===== src/rtl/riscv_pkg.sv =====
`default_nettype none
// +----------------------------------------------------------------------+
// | Module      : riscv_pkg                                              |
// | Description : Shared load/store size encodings and LSU state type.   |
// | Revision    : 1.0 - initial release                                  |
// +----------------------------------------------------------------------+
package riscv_pkg;

    // Access size encodings, shared with the instruction decoder
    localparam logic [2:0] LDST_B  = 3'd0;
    localparam logic [2:0] LDST_H  = 3'd1;
    localparam logic [2:0] LDST_W  = 3'd2;
    localparam logic [2:0] LDST_BU = 3'd4;
    localparam logic [2:0] LDST_HU = 3'd5;

    // Load-store unit sequencing states
    typedef enum logic [1:0] {
        IDLE = 2'd0,
        BUSY = 2'd1,
        DONE = 2'd2
    } lsu_state_t;

endpackage
`default_nettype wire


===== src/rtl/riscv_lsu_align.sv =====
`default_nettype none
// +----------------------------------------------------------------------+
// | Module      : riscv_lsu_align                                        |
// | Description : Combinational lane logic for the LSU: store lane       |
// |               replication, byte enables, load lane select/extension  |
// |               and misalignment / illegal-size detection.             |
// | Revision    : 1.0 - initial release                                  |
// +----------------------------------------------------------------------+
module riscv_lsu_align (
    input  logic        we_i,
    input  logic [2:0]  size_i,
    input  logic [1:0]  off_i,
    input  logic [31:0] wd_i,
    input  logic [31:0] rd_i,
    output logic [3:0]  be_o,
    output logic [31:0] wd_o,
    output logic [31:0] rd_o,
    output logic        misaligned_o
);
    import riscv_pkg::*;

    logic [7:0]  w_byte;
    logic [15:0] w_half;

    // Pick the addressed byte and half out of the bus word
    always_comb begin
        w_byte = rd_i[7:0];
        case (off_i)
            2'd0:    w_byte = rd_i[7:0];
            2'd1:    w_byte = rd_i[15:8];
            2'd2:    w_byte = rd_i[23:16];
            default: w_byte = rd_i[31:24];
        endcase
        w_half = off_i[1] ? rd_i[31:16] : rd_i[15:0];
    end

    // Legality check: alignment per size, unsigned sizes are load-only
    always_comb begin
        misaligned_o = 1'b0;
        case (size_i)
            LDST_B:  misaligned_o = 1'b0;
            LDST_H:  misaligned_o = off_i[0];
            LDST_W:  misaligned_o = (off_i != 2'b00);
            LDST_BU: misaligned_o = we_i;
            LDST_HU: misaligned_o = we_i | off_i[0];
            default: misaligned_o = 1'b1;
        endcase
    end

    // Load extension: signed sizes replicate the lane's top bit
    always_comb begin
        rd_o = '0;
        case (size_i)
            LDST_B:  rd_o = {{24{w_byte[7]}}, w_byte};
            LDST_BU: rd_o = {24'd0, w_byte};
            LDST_H:  rd_o = {{16{w_half[15]}}, w_half};
            LDST_HU: rd_o = {16'd0, w_half};
            LDST_W:  rd_o = rd_i;
            default: rd_o = '0;
        endcase
    end

    // Store lanes replicated so any byte/half position sees its data; loads read all lanes
    always_comb begin
        be_o = 4'b1111;
        wd_o = '0;
        if (we_i) begin
            case (size_i)
                LDST_B: begin
                    be_o = 4'b0001 << off_i;
                    wd_o = {4{wd_i[7:0]}};
                end
                LDST_H: begin
                    be_o = off_i[1] ? 4'b1100 : 4'b0011;
                    wd_o = {2{wd_i[15:0]}};
                end
                LDST_W: begin
                    be_o = 4'b1111;
                    wd_o = wd_i;
                end
                default: begin
                    be_o = 4'b0000;
                    wd_o = '0;
                end
            endcase
        end
    end

endmodule
`default_nettype wire


===== src/rtl/riscv_lsu.sv =====
`default_nettype none
// +----------------------------------------------------------------------+
// | Module      : riscv_lsu                                              |
// | Description : Load-store unit. Turns a core memory request into a    |
// |               word-aligned byte-enabled bus access, stalls the core  |
// |               until the bus answers and returns extended load data.  |
// | Revision    : 1.0 - initial release                                  |
// +----------------------------------------------------------------------+
module riscv_lsu #(
    parameter int unsigned TIMEOUT_CYCLES = 255
) (
    input  logic        clk_i,
    input  logic        rst_i,
    input  logic        core_req_i,
    input  logic        core_we_i,
    input  logic [2:0]  core_size_i,
    input  logic [31:0] core_addr_i,
    input  logic [31:0] core_wd_i,
    output logic [31:0] core_rd_o,
    output logic        core_stall_o,
    output logic        misaligned_o,
    output logic        timeout_o,
    output logic        mem_req_o,
    output logic        mem_we_o,
    output logic [3:0]  mem_be_o,
    output logic [31:0] mem_addr_o,
    output logic [31:0] mem_wd_o,
    input  logic [31:0] mem_rd_i,
    input  logic        mem_ready_i
);
    import riscv_pkg::*;

    localparam int unsigned c_cnt_w = (TIMEOUT_CYCLES > 0) ? $clog2(TIMEOUT_CYCLES + 1) : 1;
    localparam logic [c_cnt_w-1:0] c_to_limit = c_cnt_w'(TIMEOUT_CYCLES);

    lsu_state_t         state_q, state_d;
    logic               we_q, we_d;
    logic [2:0]         size_q, size_d;
    logic [31:0]        addr_q, addr_d;
    logic [31:0]        wd_q, wd_d;
    logic [31:0]        rd_q, rd_d;
    logic [c_cnt_w-1:0] cnt_q, cnt_d;
    logic               mis_q, mis_d;
    logic               to_q, to_d;

    logic               w_idle, w_busy, w_done;
    logic               w_sel_we;
    logic [2:0]         w_sel_size;
    logic [1:0]         w_sel_off;
    logic [31:0]        w_sel_wd;
    logic [3:0]         w_be;
    logic [31:0]        w_wd;
    logic [31:0]        w_rd_ext;
    logic               w_mis;

    assign w_idle = (state_q == IDLE);
    assign w_busy = (state_q == BUSY);
    assign w_done = (state_q == DONE);

    // While idle the legality check looks at the live request; afterwards at the latched one
    assign w_sel_we   = w_idle ? core_we_i        : we_q;
    assign w_sel_size = w_idle ? core_size_i      : size_q;
    assign w_sel_off  = w_idle ? core_addr_i[1:0] : addr_q[1:0];
    assign w_sel_wd   = w_idle ? core_wd_i        : wd_q;

    riscv_lsu_align u_align (
        .we_i         (w_sel_we),
        .size_i       (w_sel_size),
        .off_i        (w_sel_off),
        .wd_i         (w_sel_wd),
        .rd_i         (mem_rd_i),
        .be_o         (w_be),
        .wd_o         (w_wd),
        .rd_o         (w_rd_ext),
        .misaligned_o (w_mis)
    );

    // State register and request latches
    always_ff @(posedge clk_i or posedge rst_i) begin
        if (rst_i) begin
            state_q <= IDLE;
            we_q    <= 1'b0;
            size_q  <= '0;
            addr_q  <= '0;
            wd_q    <= '0;
            rd_q    <= '0;
            cnt_q   <= '0;
            mis_q   <= 1'b0;
            to_q    <= 1'b0;
        end else begin
            state_q <= state_d;
            we_q    <= we_d;
            size_q  <= size_d;
            addr_q  <= addr_d;
            wd_q    <= wd_d;
            rd_q    <= rd_d;
            cnt_q   <= cnt_d;
            mis_q   <= mis_d;
            to_q    <= to_d;
        end
    end

    // Next-state: accept in IDLE, wait for ready or timeout in BUSY, commit in DONE
    always_comb begin
        state_d = state_q;
        we_d    = we_q;
        size_d  = size_q;
        addr_d  = addr_q;
        wd_d    = wd_q;
        rd_d    = rd_q;
        cnt_d   = cnt_q;
        mis_d   = mis_q;
        to_d    = to_q;
        case (state_q)
            IDLE: begin
                if (core_req_i) begin
                    we_d   = core_we_i;
                    size_d = core_size_i;
                    addr_d = core_addr_i;
                    wd_d   = core_wd_i;
                    mis_d  = w_mis;
                    to_d   = 1'b0;
                    if (w_mis) begin
                        rd_d    = '0;
                        state_d = DONE;
                    end else begin
                        state_d = BUSY;
                    end
                end
            end
            BUSY: begin
                if (mem_ready_i) begin
                    if (!we_q) begin
                        rd_d = w_rd_ext;
                    end
                    state_d = DONE;
                end else begin
                    cnt_d = cnt_q + 1'b1;
                    if ((TIMEOUT_CYCLES != 0) && (cnt_d == c_to_limit)) begin
                        to_d    = 1'b1;
                        rd_d    = '0;
                        state_d = DONE;
                    end
                end
            end
            DONE: begin
                // Core commits on this edge; a request still visible here is the next one
                cnt_d   = '0;
                mis_d   = 1'b0;
                to_d    = 1'b0;
                state_d = IDLE;
            end
            default: begin
                state_d = IDLE;
            end
        endcase
    end

    // Bus side is only driven during BUSY so an async reset abandons it at once
    assign mem_req_o    = w_busy;
    assign mem_we_o     = w_busy & we_q;
    assign mem_be_o     = w_busy ? w_be : 4'b0000;
    assign mem_addr_o   = w_busy ? {addr_q[31:2], 2'b00} : 32'd0;
    assign mem_wd_o     = w_busy ? w_wd : 32'd0;

    assign core_stall_o = (w_idle & core_req_i) | w_busy;
    assign core_rd_o    = rd_q;
    assign misaligned_o = w_done & mis_q;
    assign timeout_o    = w_done & to_q;

endmodule
`default_nettype wire


===== config.mk =====
export PLATFORM = sky130hd
export DESIGN_NAME = riscv_lsu
export DESIGN_NICKNAME = d
export VERILOG_FILES = /design/src/rtl/riscv_pkg.sv /design/src/rtl/riscv_lsu_align.sv /design/src/rtl/riscv_lsu.sv
export SDC_FILE = /design/constraint.sdc
export NUM_CORES = 1
export LEC_CHECK = 0
export ABC_AREA = 1
export BUFFER_PORTS_ARGS = -buffer_cell sky130_fd_sc_hd__buf_2
export CAP_MARGIN = 0
export CORE_MARGIN = 10
export CORE_UTILIZATION = 30
export DETAILED_ROUTE_END_ITERATION = 12
export SYNTH_ARGS = -nofsm -noshare
export SYNTH_HDL_FRONTEND = slang
export SYNTH_HIERARCHICAL = 1
export SYNTH_SLANG_ARGS = --single-unit

===== constraint.sdc =====
create_clock -name clk_i -period 8.9 [get_ports clk_i]
set_clock_uncertainty 0.1 [all_clocks]
set_input_delay 2.67 -clock clk_i [delete_from_list [all_inputs] [get_ports clk_i]]
set_output_delay 2.67 -clock clk_i [all_outputs]
set_load 0.03 [all_outputs]

==> reports/results.tsv, run 1 <==
stage	metric	value	unit
worst_setup_path	r2r-end	core_rd_o[8]	
global_routing	grt_pass1_wl	38800	um
finish	nNetsFinal	1472	
finish	drive_gt1_share	19.0	%
route	ant_nets	0	
clock_network	cts_tree	done	
route	dr.pass1.iters	5	
worst_setup_path	crit_type	primary input to primary output	
run	drv_cap	0	
die	pin_count	209	
die	die_width	178	um
timing	relSlewSlack	38.6	%
yosys	syn_area	7450	um2
worst_setup_path	worst_setup_path_start_kind	primary input	
timing	max_freq	130	MHz
finish	n_fill_cell	2762	
clock_network	ctsResizeCount	0	
clock_network	clk_latency	0.37	ns
worst_setup_path	rr_worst_depth	16	
pwr	total_power	3.38	mW
timing	min_period	7.70	ns
global_routing	grt_util_all_layers	15.2	%
timing	rsz0062_at_grt	no	
worst_setup_path	cp_slowest_cell	nor2_1	
yosys	synth_cell_types	27	
worst_setup_path	required	6.13	ns
status	status	finished clean	
finish	seq_area	2800	um2
pwr	leakage	5.21	nW
clock_network	cts_buffer_depth	2	
route	wirelength	24400	um
hold_path	hold_path_end	core_rd_o[2]	
worst_setup_path	crit_chain	buf_2 > nand2_1 > o21ai_0 > nor2_1 > inv_2 > nor2_2 > nand3_1 > nand3_1 > inv_1 > nor2_1 > buf_2	
finish	multi_input_area	3580	um2
timing	holdWs	0.369	ns
pwr	power.density_cell_area	377	nW/um2
route	vias	7753	
worst_setup_path	slowest_delay	0.79	ns
die	rows	57	
worst_setup_path	end_kind	primary output	
timing	fin_crit_sh	86.5	%
clock_network	cts_setup_buffers	0	
finish	area_growth_syn_to_layout	20.4	%
worst_setup_path	worst_ep_arrival_time	4.93	ns
die	die_area	31500	um2
clock_network	cts_buffers	9	
clock_network	cts_max_level	3	
route	drc	0	
timing	hold_viol_final	0	
global_routing	first_global_vias	7436	
global_routing	gr-total-overflow	0	
route	wl_per_cell	14.3	um
worst_setup_path	rr_startpoint	state_q[1]	
yosys	yosys_register_bits	112	
hold_path	min_from	core_rd_o[2]	
timing	slew_viol_final	0	
timing	tns	0	ns
global_routing	antenna_found_initial	0	
clock_network	cts_num_sinks	112	
die	chipHeight	178	um
clock_network	clkTransAtPathRegs	0.08	ns
worst_setup_path	rrSetupSlack	4.65	ns
die	core-area	24400	um2
yosys	syn_inst	1208	
yosys	ys_seq_area_share	37.6	%
timing	tightest_slew	0.918	ns
placed_design	hpwl	18200	um
yosys	syn_avg_cell_area	6.17	um2
hold_path	hold_depth	2	
pwr	ir_drop	0.154	mV
hold_path	hold_class	register to register	
worst_setup_path	critPathMaxFanout	12	
placed_design	portBuffers	206	
placed_design	gp_congestion	0.896	
clock_network	ctsHoldBuffers	0	
clock_network	root_buffer	clkbuf_16	
die	initial_core_util	30.5	%
route	viasPerCell	4.57	
global_routing	grt_max_degree	100	
yosys	ys_warn_count	6	
timing	setup_violations	0	
route	drt_iter0_drc	555	
## Yosys cell counts
master      n  share of area [%]
o22ai_1     4               0.34
buf_6       4               0.60
nor2_2      4               0.34
buf_1       8               0.40
nand4_1    19                1.6
a21oi_4     1               0.22
nor2_4      2               0.30
o21ai_1     8               0.54
buf_2      20                1.3
nand2_1   331                 17
clkbuf_1   34                1.7
conb_1      1              0.050
nand3_2     3               0.40
dfrtp_1   112                 38
inv_2       8               0.40
a21oi_1    51                3.4
ha_1        2               0.34
inv_1     184                9.3
o21ai_0    88                5.9
nand2_4     2               0.30
nand3_1    87                5.8
clkinv_1    2               0.10
buf_4       6               0.60
nand2_2     1              0.084
o21bai_1    1               0.10
nor2_1    224                 11
o211ai_2    1               0.17
## routing by layer
layer  vias up  GRT usage (%)  part of all wire [%]
met1      3513           20.1                    46
met3        19           4.31                   7.5
li1       3995              -                     -
met2       226           24.2                    45
met5         -              0                     0
met4         0           3.09                   1.1
## cells by family (layout without fill, tap and decap cells)
logic type | after synthesis | after routing | share of synthesized area (%)
DFF | 112 | 112 | 37.6
buffers and inverters | 266 | 428 | 14.4
adders and majority gates | 2 | 2 | 0.336
other | 1 | 4 | 0.0503
and+or+nand+nor | 673 | 673 | 36.8
AOI/OAI and AO/OA | 154 | 154 | 10.7
## state kept, by name, indices dropped and copies added (netlist names)
name,cells
addr_q,32
cnt_q,8
core_rd_o,32
mis_q,1
size_q,3
state_q,2
to_q,1
wd_q,32
we_q,1
## cells in the final DEF, fill, tap and decap left out, drive strengths merged, types with 4 or more instances in the layout
cell type,Yosys,layout
nand3,90,90
o21ai,96,96
o22ai,4,4
dfrtp,112,112
a21oi,52,52
nor2,230,230
nand4,19,19
buf,38,218
clkbuf,34,9
clkinv,2,6
inv,192,195
nand2,334,334
## stage by stage
step,area [um2],util (%),cells,setup WS [ns]
3_3_place_gp,8650,35.4,1679,1.26
3_5_place_dp,8650,35.4,1679,1.21
6_report,8970,36.8,1697,1.20
4_1_cts,8960,36.7,1695,1.21
5_1_grt,8960,36.7,1695,0.968
2_1_floorplan,7450,-,1209,1.97
## where the power goes
part	total (mW)	internal, mW	switching (mW)
registers	0.805	0.709	0.0958
clock network	0.440	0.205	0.235
logic	2.14	0.577	1.56
total	3.38	1.49	1.89
## how the worst max path moves through the flow
stage / slack, ns / from / cells past startpoint / to
3_3_place_gp: 1.26 / core_size_i[0] / 11 / mem_be_o[2]
5_1_grt: 0.97 / core_size_i[0] / 11 / mem_be_o[0]
2_1_floorplan: 1.97 / core_size_i[2] / 10 / mem_wd_o[24]
6_report: 1.20 / core_size_i[0] / 11 / mem_be_o[2]
4_1_cts: 1.21 / core_size_i[0] / 11 / mem_be_o[2]
3_5_place_dp: 1.21 / core_size_i[0] / 11 / mem_be_o[2]
## critical path, delay by kind of cell
family / cells / cell delay, ns
AND/OR/NAND/NOR: 6 / 1.42
buffers and inverters: 4 / 0.59
AO/OA/AOI/OAI: 1 / 0.25
## final cells by class
| cell class | count | area share [%] |
|---|---|---|
| antenna | 2 | 0.0558 |
| clock buffer | 9 | 2.51 |
| clock inverter | 7 | 1.02 |
| inverter | 194 | 8.16 |
| multi-input combinational | 831 | 40.0 |
| sequential | 112 | 31.3 |
| tap | 324 | 4.52 |
| timing repair buffer | 218 | 12.5 |
Power figures use the tool's default switching activity.
==> inputs of run 2 (changes only) <==
Settings changed: ABC_AREA 1 to unset.
==> run 2 against run 1 <==
Via count down 26%. Clock-buffer cell count is the same. First-iteration DRC count fell by 37%. Critical path type unchanged.
==> reports/results.tsv, run 2 <==
stage	metric	value	unit	change
global_routing	grtUsageMet3	5.15	%	was 4.31%
placed_design	placed_area	8080	um2	was 8650 um2
worst_setup_path	required	6.13	ns	about the same
global_routing	use_met1	19.0	%	was 20.1%
global_routing	first_global_vias	5907		was 7,436
pwr	leakage	4.09	nW	was 5.21 nW
die	rows	55		was 57
yosys	ys_warn_count	6		unchanged
timing	hold_viol_final	0		unchanged
yosys	synth_edf_count	0		unchanged
die	die_width	172	um	was 178 um
global_routing	grt_util_all_layers	14.4	%	was 15.2%
route	drt_iter0_drc	350		was 555
finish	nNetsFinal	936		was 1,472
yosys	syn_area	6940	um2	was 7450 um2
yosys	async_reset_ff_share	100	%	unchanged
clock_network	clkTransAtPathRegs	0.08	ns	about the same
global_routing	use_met2	22.2	%	was 24.2%
placed_design	hpwl	15800	um	was 18,200 um
hold_path	hold_class	register to register		unchanged
die	chipHeight	172	um	was 178 um
yosys	syn_inst	669		was 1,208
yosys	ys.flop_type	dfrtp_1		unchanged
global_routing	gr-total-overflow	0		unchanged
finish	drive_gt1_share	42.3	%	was 19.0%
clock_network	cts_buffers	9		unchanged
route	ant_nets	0		unchanged
yosys	synth_common_cells	112 x dfrtp_1, 109 x mux2_2, 79 x and2_1, 36 x a21oi_1		was 331 x nand2_1, 224 x nor2_1, 184 x inv_1, 112 x dfrtp_1, 88 x o21ai_0
pwr	ir_drop	0.189	mV	was 0.154 mV
die	die_area	29600	um2	was 31,500 um2
finish	fin_area	8400	um2	was 8970 um2
finish	mostFrequentLayoutCells	206 x buf_2, 112 x dfrtp_1, 109 x mux2_2		was 330 x nand2_1, 224 x nor2_1, 206 x buf_2
clock_network	ctsResizeCount	0		unchanged
timing	slew_viol_final	0		unchanged
hold_path	hold_depth	1		was 2
clock_network	cts_max_level	3		unchanged
clock_network	root_buffer	clkbuf_16		unchanged
route	vias	5768		was 7,753
timing	fin_crit_sh	86.1	%	was 86.5%
finish	final_common_cell	buf_2		was nand2_1
run	drv_cap	0		unchanged
timing	max_freq	131	MHz	was 130 MHz
finish	postLayoutCoreUtil	37.0	%	was 36.8%
yosys	ys_seq_area_share	40.4	%	was 37.6%
route	viasPerCell	5.15		was 4.57
placed_design	gp_congestion	0.848		was 0.896
clock_network	cts_num_sinks	112		unchanged
pwr	power.density_cell_area	335	nW/um2	was 377 nW/um2
pwr	total_power	2.81	mW	was 3.38 mW
worst_setup_path	r2r-end	core_rd_o[2]		was core_rd_o[8]
die	initial_core_util	30.6	%	was 30.5%
status	status	finished clean		unchanged
yosys	synth_cell_types	53		was 27
timing	setup_violations	0		unchanged
route	drc	0		unchanged
worst_setup_path	rrSetupSlack	4.53	ns	was 4.65 ns
worst_setup_path	crit_type	primary input to primary output		unchanged
yosys	syn_avg_cell_area	10.4	um2	was 6.17 um2
yosys	synth.largest_area_cell	dfrtp_1		unchanged
timing	rsz0062_at_grt	no		unchanged
worst_setup_path	startpoint	core_size_i[1]		was core_size_i[0]
yosys	yosys_register_bits	112		unchanged
timing	relSlewSlack	33.0	%	was 38.6%
yosys	synth.most_common_cell	dfrtp_1		was nand2_1
placed_design	portBuffers	206		unchanged
worst_setup_path	end_kind	primary output		unchanged
yosys	synth_top_area_share	40.4	%	was 37.6%
route	dr.pass1.iters	5		unchanged
worst_setup_path	worst_setup_path_start_kind	primary input		unchanged
clock_network	cts_tree	done		unchanged
global_routing	grt_busiest_layer	met2		unchanged
clock_network	clk_latency	0.35	ns	was 0.37 ns
worst_setup_path	worst_ep_arrival_time	4.89	ns	was 4.93 ns
placed_design	pre_cts_ws	1.22	ns	was 1.21 ns
die	core-area	22700	um2	was 24,400 um2
hold_path	hold_path_end	addr_q[5]		was core_rd_o[2]
timing	tightest_slew	1.00	ns	was 0.918 ns
clock_network	cts_buffer_depth	2		unchanged
yosys	synth_area_leaders	dfrtp_1 40%, mux2_2 18%, and2_1 7.1%		was dfrtp_1 38%, nand2_1 17%, nor2_1 11%
global_routing	antenna_found_initial	3		was 0
route	wl_per_cell	19.7	um	was 14.3 um
worst_setup_path	rr_startpoint	state_q[0]		was state_q[1]
timing	finalWorstSetupSlack	1.24	ns	was 1.20 ns
global_routing	grt_max_degree	70		was 100
clock_network	cts_setup_buffers	0		unchanged
clock_network	ctsHoldBuffers	0		unchanged
timing	min_period	7.66	ns	was 7.70 ns
worst_setup_path	rr_worst_depth	9		was 16
hold_path	min_from	addr_q[5]		was core_rd_o[2]
route	wirelength	22100	um	was 24,400 um
global_routing	grt_pass1_wl	33900	um	was 38,800 um
finish	area_growth_syn_to_layout	21.0	%	was 20.4%
die	pin_count	209		unchanged
timing	tns	0	ns	unchanged
worst_setup_path	critPathMaxFanout	29		was 12
-- run 2: cell families (layout without fill, tap and decap cells) --
logic type | after synthesis | in the layout | share of synthesized area (%)
compound gates | 138 | 138 | 14.8
fa+ha+maj | 2 | 2 | 0.360
buf+inv | 72 | 237 | 5.32
flops | 112 | 112 | 40.4
mux | 145 | 145 | 23.4
other cells | 1 | 3 | 0.0540
simple gates | 199 | 199 | 15.7
-- run 2: cell type report --
cell class	count	area [um2]
well taps	285	357
clock buffers	9	225
diodes	1	2.50
clock inverters	7	88.8
multi-input cells	486	3800
inverters	7	28.8
fillers	2366	14300
flip-flops and latches	112	2800
repair buffers	214	1090
-- run 2: worst max path at each step --
stage / end / depth (start not counted) / slack (ns)
floorplan: mem_wd_o[31] / 6 / 2.03
global placement: mem_wd_o[9] / 7 / 1.27
detailed placement: mem_wd_o[8] / 7 / 1.22
CTS: mem_wd_o[8] / 7 / 1.23
global route: mem_wd_o[14] / 7 / 0.98
finish: mem_wd_o[8] / 7 / 1.24
-- run 2: routing by layer --
metal | vias up | wire, um
met5 | - | 25
met1 | 2799 | 9810
li1 | 2726 | -
met3 | 22 | 2050
met2 | 217 | 9970
met4 | 4 | 252
-- run 2: worst max-delay path, stage by stage --
cell and delay [ns]:
buf_2 0.08, mux2_2 0.51, nor2b_2 0.92, nand2_1 0.13, a21oi_1 0.19, and2_1 0.16, buf_2 0.21
-- run 2: power by group --
group / switching [mW] / total, mW / leakage [nW] / internal [mW]
registers: 0.104 / 0.814 / 1.40 / 0.710
clock network: 0.216 / 0.441 / 0.155 / 0.225
logic: 0.906 / 1.55 / 2.53 / 0.649
-- run 2: stage by stage --
| stage | hold slack, ns | std cells |
|---|---|---|
| floorplan | 0.360 | 670 |
| global placement | 0.380 | 1104 |
| detailed placement | 0.387 | 1104 |
| CTS | 0.407 | 1120 |
| global route | 0.415 | 1120 |
| finish | 0.401 | 1121 |
